$ cat src/rtl/cpu_pkg.sv
// Shared definitions for the 8-bit CPU: opcodes, ALU op codes, controller
// state encoding, decoded-instruction bundle and instruction size.
package cpu_pkg;

  // Bytes per instruction; the program counter advances by this amount.
  localparam int unsigned INSTR_BYTES = 2;
  localparam int unsigned ADDR_W      = 8;

  // Opcodes carried in ir[15:12].
  localparam logic [3:0] OP_NOP = 4'h0;
  localparam logic [3:0] OP_LDI = 4'h1;
  localparam logic [3:0] OP_ADD = 4'h2;
  localparam logic [3:0] OP_SUB = 4'h3;
  localparam logic [3:0] OP_AND = 4'h4;
  localparam logic [3:0] OP_OR  = 4'h5;
  localparam logic [3:0] OP_JMP = 4'h6;
  localparam logic [3:0] OP_JZ  = 4'h7;
  localparam logic [3:0] OP_JNZ = 4'h8;
  localparam logic [3:0] OP_HLT = 4'hF;

  // ALU operation select.
  localparam logic [1:0] ALU_ADD = 2'b00;
  localparam logic [1:0] ALU_SUB = 2'b01;
  localparam logic [1:0] ALU_AND = 2'b10;
  localparam logic [1:0] ALU_OR  = 2'b11;

  // Controller states, binary encoded.
  typedef enum logic [2:0] {
    ST_FETCH0    = 3'd0,
    ST_FETCH1    = 3'd1,
    ST_DECODE    = 3'd2,
    ST_EXECUTE   = 3'd3,
    ST_WRITEBACK = 3'd4,
    ST_HALT      = 3'd5
  } state_t;

  // Decoded view of an opcode.
  typedef struct packed {
    logic       is_alu;
    logic       is_ldi;
    logic       is_jmp;
    logic       is_jz;
    logic       is_jnz;
    logic       is_hlt;
    logic       illegal;
    logic [1:0] alu_op;
  } dec_t;

endpackage

$ cat src/rtl/instr_decoder.sv
// Combinational opcode decoder for the fetch/execute controller.
module instr_decoder
  import cpu_pkg::*;
(
  input  logic [3:0] opcode,
  output dec_t       dec
);

  // Classify the opcode; ALU opcodes 2..5 map onto ALU select 0..3.
  always_comb begin
    dec        = '0;
    dec.alu_op = ALU_ADD;
    unique case (opcode)
      OP_NOP: ;
      OP_LDI: dec.is_ldi = 1'b1;
      OP_ADD, OP_SUB, OP_AND, OP_OR: begin
        dec.is_alu = 1'b1;
        dec.alu_op = opcode[1:0] - 2'd2;
      end
      OP_JMP: dec.is_jmp = 1'b1;
      OP_JZ:  dec.is_jz  = 1'b1;
      OP_JNZ: dec.is_jnz = 1'b1;
      OP_HLT: dec.is_hlt = 1'b1;
      default: dec.illegal = 1'b1;
    endcase
  end

endmodule

$ cat src/rtl/fetch_exec_ctrl.sv
// Multi-cycle fetch/decode/execute controller for the 8-bit CPU. Fetches a
// two-byte instruction from byte-wide synchronous memory, decodes it, and
// issues exactly one ALU/register/PC strobe set per instruction.
module fetch_exec_ctrl
  import cpu_pkg::*;
#(
  parameter int unsigned INSTR_BYTES = cpu_pkg::INSTR_BYTES,
  parameter int unsigned ADDR_W      = cpu_pkg::ADDR_W
) (
  input  logic              clk,
  input  logic              rst_n,
  input  logic              run,
  input  logic [ADDR_W-1:0] pc,
  input  logic [7:0]        mem_rdata,
  input  logic              zero_flag,
  output logic [ADDR_W-1:0] mem_addr,
  output logic              mem_rd,
  output logic              pc_en,
  output logic              jump_en,
  output logic [ADDR_W-1:0] next_pc_value,
  output logic [15:0]       ir,
  output logic              alu_en,
  output logic [1:0]        alu_op,
  output logic [3:0]        reg_sel,
  output logic              reg_we,
  output logic              wb_sel,
  output logic [7:0]        imm,
  output logic              halted,
  output logic              illegal_op
);

  // Offset of the final instruction byte; wraps modulo the address space.
  localparam logic [ADDR_W-1:0] LAST_OFS = ADDR_W'(INSTR_BYTES - 1);

  state_t state;
  state_t state_nxt;
  logic   take_br;
  logic   br_cond;
  dec_t   dec;

  instr_decoder u_dec (
    .opcode (ir[15:12]),
    .dec    (dec)
  );

  // Fields that follow ir continuously.
  assign next_pc_value = ir[ADDR_W-1:0];
  assign imm           = ir[7:0];
  assign reg_sel       = ir[11:8];
  assign alu_op        = dec.alu_op;
  assign wb_sel        = dec.is_ldi;

  // Branch decision, captured at the end of EXECUTE.
  assign br_cond = dec.is_jmp
                 | (dec.is_jz  &  zero_flag)
                 | (dec.is_jnz & ~zero_flag);

  // State register.
  always_ff @(posedge clk or negedge rst_n) begin
    if (!rst_n) state <= ST_FETCH0;
    else        state <= state_nxt;
  end

  // Instruction register: high byte lands in FETCH1, low byte in DECODE.
  always_ff @(posedge clk or negedge rst_n) begin
    if (!rst_n) begin
      ir <= '0;
    end else begin
      if (state == ST_FETCH1) ir[15:8] <= mem_rdata;
      if (state == ST_DECODE) ir[7:0]  <= mem_rdata;
    end
  end

  // Branch-taken flag and sticky halt indication.
  always_ff @(posedge clk or negedge rst_n) begin
    if (!rst_n) begin
      take_br <= 1'b0;
      halted  <= 1'b0;
    end else begin
      if (state == ST_EXECUTE)   take_br <= br_cond;
      if (state_nxt == ST_HALT)  halted  <= 1'b1;
    end
  end

  // Next-state and Moore strobe outputs.
  always_comb begin
    state_nxt  = state;
    mem_addr   = pc;
    mem_rd     = 1'b0;
    pc_en      = 1'b0;
    jump_en    = 1'b0;
    alu_en     = 1'b0;
    reg_we     = 1'b0;
    illegal_op = 1'b0;
    unique case (state)
      ST_FETCH0: begin
        mem_rd = run;
        if (run) state_nxt = ST_FETCH1;
      end
      ST_FETCH1: begin
        mem_addr  = pc + LAST_OFS;
        mem_rd    = 1'b1;
        state_nxt = ST_DECODE;
      end
      ST_DECODE: begin
        state_nxt = ST_EXECUTE;
      end
      ST_EXECUTE: begin
        alu_en     = dec.is_alu;
        illegal_op = dec.illegal;
        state_nxt  = dec.is_hlt ? ST_HALT : ST_WRITEBACK;
      end
      ST_WRITEBACK: begin
        reg_we    = dec.is_ldi | dec.is_alu;
        pc_en     = 1'b1;
        jump_en   = take_br;
        state_nxt = ST_FETCH0;
      end
      ST_HALT: begin
        state_nxt = ST_HALT;
      end
      default: begin
        state_nxt = ST_FETCH0;
      end
    endcase
  end

endmodule

$ cat config.mk
export PLATFORM = sky130hd
export DESIGN_NAME = fetch_exec_ctrl
export DESIGN_NICKNAME = d
export VERILOG_FILES = /design/src/rtl/cpu_pkg.sv /design/src/rtl/instr_decoder.sv /design/src/rtl/fetch_exec_ctrl.sv
export SDC_FILE = /design/constraint.sdc
export NUM_CORES = 1
export LEC_CHECK = 0
export CAP_MARGIN = 20
export CELL_PAD_IN_SITES_DETAIL_PLACEMENT = 1
export CELL_PAD_IN_SITES_GLOBAL_PLACEMENT = 1
export CORE_ASPECT_RATIO = 0.75
export CORE_MARGIN = 2
export CORE_UTILIZATION = 25
export DETAILED_ROUTE_END_ITERATION = 10
export GPL_ROUTABILITY_DRIVEN = 1
export HOLD_SLACK_MARGIN = 0.05
export PLACE_DENSITY_LB_ADDON = 0.3
export SYNTH_ARGS = -nofsm -noshare
export SYNTH_HDL_FRONTEND = slang
export SYNTH_HIERARCHICAL = 1
export SYNTH_SLANG_ARGS = --single-unit
$ cat constraint.sdc
create_clock -name clk -period 4 [get_ports clk]
set_input_delay 0.8 -clock clk [delete_from_list [all_inputs] [get_ports clk]]
set_output_delay 0.8 -clock clk [all_outputs]
set_load 0.02 [all_outputs]
Yosys cells after proc, flatten, opt, wreduce, memory -nomap -nowiden
Cells that the tools add are included.

storage, ports and cells
  register bits = 21
  input bits = 20
  logic and storage cells = 50

cells by class
  add/subtract/negate cells = 2
  equal/unequal tests = 15
  multiplexer cells = 18
  bitwise gates (word level) = 6
  reduce and logical (&&, ||, !) cells = 4

operators with widths
  cell                                           count
  == test 4 x 3 -> 1 bit, second input constant  4
  one-hot mux 3 bit (5 select lines)             1
  2-to-1 mux 1 bit                               13
  OR reduction 10 bit                            1
  == test 3 bit, second input constant           3
  adder 8 x 1 -> 8 bit, second input constant    1
  == test 4 x 2 -> 1 bit, second input constant  2
  == test 4 bit, second input constant           2
  2-to-1 mux 8 bit                               1
  == test 3 x 2 -> 1 bit, second input constant  2
  == test 4 x 1 -> 1 bit, second input constant  1
  zero test 4 bit                                1
  OR reduction 4 bit                             1
  == test 3 x 1 -> 1 bit, second input constant  1
  zero test 3 bit                                1
  2-to-1 mux 3 bit                               1
  OR 1 bit                                       3
  bitwise AND 1 bit                              2
  2-to-1 mux 2 bit                               1
  one-hot mux 1 bit (2 select lines)             1
  subtractor 2 bit, second input constant        1
  inverter 1 bit                                 1

Logic depth before layout (Yosys ltp)
Gate-level depths: netlist of run 1.

  depth after elaboration = 5
  gate-level depth with buffers = 6

Cells and area by module
Netlist of run 1, hierarchy kept.

modules (own cells, without submodules)
  module           instances  cells each  area each (um^2)  seq. area each (um^2)
  fetch_exec_ctrl  1          103         1,196.1           525.5
  instr_decoder    1          16          92.6              0.0

Worst setup path before layout of run 1
Ideal clock, no wire load.

  path type = register -> output
  start = register ir[15]
  end = output port reg_we
  arrival = 1,522 ps
  data required time = 3,200 ps
  setup slack = 1,678 ps
  cell stages (with the launch flop) = 4
  path buffers = 0
  cell sequence = dfrtp_1 -> nand2b_1 -> nor3_1 -> o21a_1

on the way
  elaborated cells on any way between the ends = 10
  those cells by class = 5 x eq/ne; 3 x mux; 1 x bitwise; 1 x reduce/logical

RTL lines
  element                 line                    text
  start, declared         fetch_exec_ctrl.sv:21   output logic [15:0] ir,
  start signal, assigned  fetch_exec_ctrl.sv:69   if (state == ST_FETCH1) ir[15:8] <= mem_rdata;
  == test 4 x 1 -> 1 bit  instr_decoder.sv:13     unique case (opcode)
  2-to-1 mux 1 bit        instr_decoder.sv:13
  via wb_sel              fetch_exec_ctrl.sv:26   output logic wb_sel,
  OR 1 bit                fetch_exec_ctrl.sv:114  reg_we = dec.is_ldi | dec.is_alu;
  2-to-1 mux 1 bit        fetch_exec_ctrl.sv:95   unique case (state)
  end, declared           fetch_exec_ctrl.sv:25   output logic reg_we,

The timed path passes the listed nets, and every way through them passes these cells.

Final worst setup path of run 1
  start = input port pc[2]
  end = output port mem_addr[7]

on the way
  longest elaborated chain between the ends = 2

ends and longest elaborated chain
  element               line                    text
  start, declared       fetch_exec_ctrl.sv:13   input logic [ADDR_W-1:0] pc,
  adder 8 x 1 -> 8 bit  fetch_exec_ctrl.sv:101  mem_addr = pc + LAST_OFS;
  2-to-1 mux 8 bit      fetch_exec_ctrl.sv:95
  end, declared         fetch_exec_ctrl.sv:16   output logic [ADDR_W-1:0] mem_addr,

Every way passes these cells.

==> flow_metrics.env, run 1 <==
export IMPL_outcome="finished, final reports clean"
export IMPL_drive_above_1_share=0.149
export IMPL_hold_depth=1
export IMPL_path_cells="clkdlybuf4s50_1, and4_1, nand4_1, xnor2_1, clkdlybuf4s50_1"
export IMPL_place_gp_congestion=0.815
export IMPL_clkLatencyLatePin_ps=260
export IMPL_nets=196
export IMPL_maxCapViolations=0
export IMPL_synth_cell_types=31
export IMPL_syn2layout_area_growth_pct=53.3
export IMPL_design_area_sq_mm=0.00198
export IMPL_port_buffers=73
export IMPL_synth_ff_type="dfrtp_1"
export IMPL_holdCritPathClass="flop to flop"
export IMPL_yosys_register_bits=21
export IMPL_ys_warn_count=6
export IMPL_synth_top_area_share=0.408
export IMPL_htreeDepth=1
export IMPL_cts_setup_buffers=0
export IMPL_cts_tree="done"
export IMPL_critPathArrivalTime_ps=2490
export IMPL_relSlewSlack=0.729
export IMPL_drt_vias_per_instance=4.57
export IMPL_rsz0062_at_grt="no"
export IMPL_path_clk_slew_ps=80
export IMPL_cp_common_cell="clkdlybuf4s50_1"
export IMPL_post_cts_resized=0
export IMPL_syn_avg_cell_area_sq_um=10.8
export IMPL_critPathCaptureType="primary output"
export IMPL_p_per_area_mw_per_mm2=909
export IMPL_tightestPinTransition_ps=407
export IMPL_fmax_mhz=304
export IMPL_cp_start_kind="input pin"
export IMPL_initial_utilization=0.262
export IMPL_synth_async_reset_ratio=1.00
export IMPL_total_power_w=0.00180
export IMPL_drv_slew=0
export IMPL_period_share=0.823
export IMPL_finalClockSkew_ps=2.95
export IMPL_cts_sinks=21
export IMPL_grt_start_max_net_pins=22
export IMPL_ctsHoldBuffers=0
export IMPL_cp_slowest_cell="clkdlybuf4s50_1"
export IMPL_fill_cells=552
export IMPL_grt_use_total=0.122
export IMPL_rows=22
export IMPL_die_x_microns=86.9
export IMPL_cpPeakStageDelay_ps=610
export IMPL_cts_buffers=3
export IMPL_syn_cell_area_sq_mm=0.00129
export IMPL_synth_most_common_cell="dfrtp_1"
export IMPL_grt_pass1_wl_microns=5420
export IMPL_synth_edf_count=0
export IMPL_antenna_found_initial=0
export IMPL_place_hpwl_microns=2620
export IMPL_ios=74
export IMPL_power_leakage_nw=0.779
export IMPL_overflow=0
export IMPL_design_core_area_sq_mm=0.00493
export IMPL_place_area_sq_mm=0.00191
export IMPL_setup_tns_final_ps=0
export IMPL_synth_yosys_seq_area_share=0.408
export IMPL_wl_per_cell_microns=14.9
export IMPL_synth_area_leaders="dfrtp_1 (41%), mux2_2 (15%), buf_4 (12%), xnor2_1 (5.4%), buf_6 (2.6%)"
export IMPL_ant_nets=0
export IMPL_yosysTopAreaCell="dfrtp_1"
export IMPL_drtIter0Drc=33
export IMPL_vias=1070
export IMPL_dieArea_sq_mm=0.00575
export IMPL_drt_total_wl_microns=3490
export IMPL_drc=0
export IMPL_fp_dieH_microns=66.2
export IMPL_cp_max_fo=5
export IMPL_clock_path_buffers=2
export IMPL_cp_data_required_time_ps=3200
export IMPL_synth_fp_nets=140
export IMPL_synth_cells=119
export IMPL_insertedDiodeCount=0
export IMPL_vdd_drop_max_mv=0.411
export IMPL_path_class="input pin to primary output"
export IMPL_dr_pass1_iters=3
export IMPL_yosys_top_cells_count="dfrtp_1 (21), buf_4 (20), mux2_2 (17), xnor2_1 (8), nor2_1 (6)"
export IMPL_clock_tree_root_cell="clkbuf_8"
export IMPL_first_global_vias=1085
export IMPL_hold_viol_final=0
export IMPL_period_minus_slack_ps=3290
export IMPL_reg2regPathDepth=3
export IMPL_finalSetupViolations=0
per-layer routing:
layer,up-vias,global-route usage,share of wire
met2,52,0.198,0.45
li1,500,-,-
met1,516,0.160,0.46
met5,-,0,0
met4,0,0.0352,0.0037
met3,2,0.0300,0.086
state kept, by name, summed over array words and instances (netlist names):
| register | count |
|---|---|
| halted | 1 |
| state | 3 |
| take_br | 1 |
| ir | 16 |
critical path: cells and delay by family:
| kind | cells | cell delay, ps |
|---|---|---|
| and+or+nand+nor | 2 | 380 |
| buffers and inverters | 2 | 1160 |
| xor gates and xnor gates | 1 | 150 |
where the power goes:
part / internal (W) / leakage (nW) / total [W] / switching (W)
Sequential: 0.000322 / 0.245 / 0.000481 / 0.000159
Combinational: 0.000613 / 0.508 / 0.00117 / 0.000559
Clock: 0.0000694 / 0.0255 / 0.000143 / 0.0000739
path summary, 6_finish.rpt:
| path | startpoint | endpoint | slack (ps) |
|---|---|---|---|
| min in group asynchronous | rst_n | ir[11] | 820 |
| max in group asynchronous | rst_n | ir[15] | 2750 |
| min | halted | halted | 460 |
| max | pc[2] | mem_addr[7] | 710 |
| min reg2reg | halted | halted | 460 |
| max reg2reg | state[1] | ir[5] | 2340 |
per-stage QoR:
| stage | setup WS, ps | cells | util | hold slack [ps] |
|---|---|---|---|---|
| 3_3_place_gp | 771 | 229 | 0.389 | 448 |
| 4_1_cts | 707 | 233 | 0.398 | 468 |
| 2_1_floorplan | 1680 | 119 | - | 504 |
| 6_report | 707 | 234 | 0.401 | 464 |
| 5_1_grt | 567 | 234 | 0.401 | 479 |
| 3_5_place_dp | 711 | 229 | 0.389 | 447 |
cell families after synthesis:
family / Yosys count / synth area share
buf+inv: 24 / 0.146
mux: 17 / 0.149
simple gates: 38 / 0.182
fa+ha+maj: 1 / 0.00971
compound gates: 9 / 0.0456
xor+xnor: 9 / 0.0612
flops: 21 / 0.408
final cells by class:
cell class                      count  area, sq um  area share
Timing Repair Buffer               75          753       0.381
Clock buffer                        3         41.3      0.0209
Clock inverter                      1         5.00     0.00253
Multi-Input combinational cell     74          576       0.291
Tap cell                           60         75.1      0.0380
Sequential cell                    21          526       0.266
cells in the final DEF (no fill, tap or decap), drive strengths merged:
cell	Yosys	routed
or3	1	1
nand2	4	4
nand2b	2	2
nand3	4	4
nor2	6	6
and2b	2	2
nand4	2	2
xor2	1	1
clkdlybuf4s50	0	73
mux2	17	17
nor3	3	3
a211oi	1	1
dfrtp	21	21
o21a	2	2
nor2b	4	4
clkinv	0	1
a31oi	1	1
ha	1	1
and2	2	2
nor4b	1	1
nor3b	2	2
a21oi	2	2
o21ai	1	1
and3	4	4
a21o	2	2
and4	1	1
clkbuf	1	3
buf	23	2
xnor2	8	8
Note: power is estimated with default switching activity, not from simulation.
==> run 2: changes to the inputs <==
==> constraint.sdc (replaced) <==
create_clock -name clk -period 3.1 [get_ports clk]
set_input_delay 0.62 -clock clk [delete_from_list [all_inputs] [get_ports clk]]
set_output_delay 0.62 -clock clk [all_outputs]
set_load 0.02 [all_outputs]
==> run 2 against run 1 <==
- worst setup slack got worse by 550 ps
- global-route usage down 0.16 points
- sequential share of layout area shrank 0.28 points
- critical path depth is the same
- flip-flop and latch count unchanged
- design area rose by 1.1%
- clock skew down 1.5 ps
- routed wire length decreased by 2.0%
- sequential power is 24% higher
- largest power group unchanged
==> flow_metrics.env, run 2 (synthesized netlist as in run 1, its figures left out) <==
export IMPL_path_cells="clkdlybuf4s50_1, and4_1, nand3_1, xnor2_1, clkdlybuf4s50_1"
export IMPL_finalClockSkew_ps=1.49
export IMPL_hold_viol_final=0
export IMPL_nets=197
export IMPL_holdCritPathClass="flop to flop"
export IMPL_rows=22
export IMPL_cp_common_cell="clkdlybuf4s50_1"
export IMPL_period_minus_slack_ps=2940
export IMPL_overflow=0
export IMPL_first_global_vias=1113
export IMPL_power_leakage_nw=0.795
export IMPL_place_gp_congestion=0.817
export IMPL_dr_pass1_iters=4
export IMPL_fmax_mhz=340
export IMPL_design_core_area_sq_mm=0.00493
export IMPL_period_share=0.948
export IMPL_cts_buffers=3
export IMPL_setup_tns_final_ps=0
export IMPL_finalSetupViolations=0
export IMPL_largest_reg_flops=16
export IMPL_grt_use_total=0.120
export IMPL_port_buffers=73
export IMPL_cp_max_fo=5
export IMPL_worstHoldStart="halted"
export IMPL_drt_vias_per_instance=4.41
export IMPL_htreeDepth=1
export IMPL_drtIter0Drc=26
export IMPL_critPathArrivalTime_ps=2320
export IMPL_final_seq_area_sq_um=526
export IMPL_grt_start_max_net_pins=22
export IMPL_initial_utilization=0.262
export IMPL_top_register="ir"
export IMPL_wl_per_cell_microns=14.5
export IMPL_path_class="input pin to primary output"
export IMPL_cpPeakStageDelay_ps=620
export IMPL_clkLatencyLatePin_ps=260
export IMPL_outcome="finished, final reports clean"
export IMPL_critPathCaptureType="primary output"
export IMPL_ios=74
export IMPL_die_x_microns=86.9
export IMPL_insertedDiodeCount=0
export IMPL_vias=1036
export IMPL_cp_start_kind="input pin"
export IMPL_clock_path_buffers=2
export IMPL_relSlewSlack=0.717
export IMPL_whs_ps=470
export IMPL_vdd_drop_max_mv=0.518
export IMPL_fp_dieH_microns=66.2
export IMPL_final_cell_mix="clkdlybuf4s50_1 (72), dfrtp_1 (21), mux2_2 (17)"
export IMPL_cts_tree="done"
export IMPL_crit_family="buffers and inverters"
export IMPL_antenna_found_initial=0
export IMPL_drive_above_1_share=0.149
export IMPL_rsz0062_at_grt="no"
export IMPL_place_hpwl_microns=2640
export IMPL_ant_nets=0
export IMPL_utilization=0.405
export IMPL_fill_cells=540
export IMPL_dieArea_sq_mm=0.00575
export IMPL_cts_sinks=21
export IMPL_top_regs="ir (16), state (3)"
export IMPL_clock_tree_root_cell="clkbuf_8"
export IMPL_cp_data_required_time_ps=2480
export IMPL_multi_input_area_sq_um=576
export IMPL_timing_rr_start="state[1]"
export IMPL_drt_total_wl_microns=3420
export IMPL_cp_slowest_cell="clkdlybuf4s50_1"
export IMPL_grt_pass1_wl_microns=5400
export IMPL_syn2layout_area_growth_pct=55.0
export IMPL_drv_slew=0
export IMPL_drc=0
export IMPL_final_common_cell="clkdlybuf4s50_1"
export IMPL_tightestPinTransition_ps=424
export IMPL_crit_start="pc[2]"
export IMPL_maxCapViolations=0
export IMPL_p_per_area_mw_per_mm2=1160
export IMPL_path_clk_slew_ps=80
export IMPL_cts_setup_buffers=0
export IMPL_path_buf_inv=2
==> run 2: cell types whose count changed in the layout (fill, tap and decap cells not counted), sizes merged <==
cell	previous run	this run
buf	2	3
clkbuf	3	4
clkinv	1	0
dlymetal6s2s	0	1
clkdlybuf4s50	73	72
==> run 2: cell type report <==
| cell class | instances | share of cell area |
|---|---|---|
| multi-input combinational | 74 | 0.288 |
| sequential | 21 | 0.263 |
| tap | 60 | 0.0376 |
| timing repair buffer | 76 | 0.388 |
| clock buffer | 4 | 0.0226 |
==> run 2: worst register-to-register path: cells and delay by family, from the launching register on <==
kind	cells	cell delay [ps]
simple gates	1	440
flops	1	470
mux	1	350
buf+inv	1	270
==> run 2: per-layer routing <==
layer,track usage,part of all wire,vias to the layer above
li1,-,-,498
met1,0.159,0.47,484
met3,0.0300,0.082,2
met4,0.0352,0.0038,0
met5,0,0,-
met2,0.195,0.45,52
==> run 2: power breakdown <==
group,internal (W),leakage (nW),switching (W),total [W]
combinational,0.000801,0.528,0.000738,0.00154
sequential,0.000417,0.245,0.000181,0.000597
clock,0.0000915,0.0228,0.0000887,0.000180
==> run 2: path summary, 6_finish.rpt <==
check	end	slack, ps	cells past startpoint
hold reg to reg	halted	470	1
hold / removal	halted	470	1
setup / recovery	mem_addr[6]	160	5
max in group asynchronous	state[0]	2060	2
setup reg to reg	ir[15]	1460	3
min in group asynchronous	ir[11]	640	1
==> run 2: repair_timing <==
action | 4_1_cts | 5_1_grt
hold buffers | 0 | 0
endpoints found under the setup margin | 0 | 1
gates resized for setup | 0 | 1
==> run 2: stage by stage <==
step                worst slack (ps)  area, sq um  power [W]  std cells
finish                           161         2000    0.00232        235
global route                    16.8         2000    0.00246        235
CTS                             97.7         1970    0.00235        234
detailed placement               103         1920    0.00215        230
global placement                 224         1920    0.00212        230
floorplan                        958         1290    0.00161        119
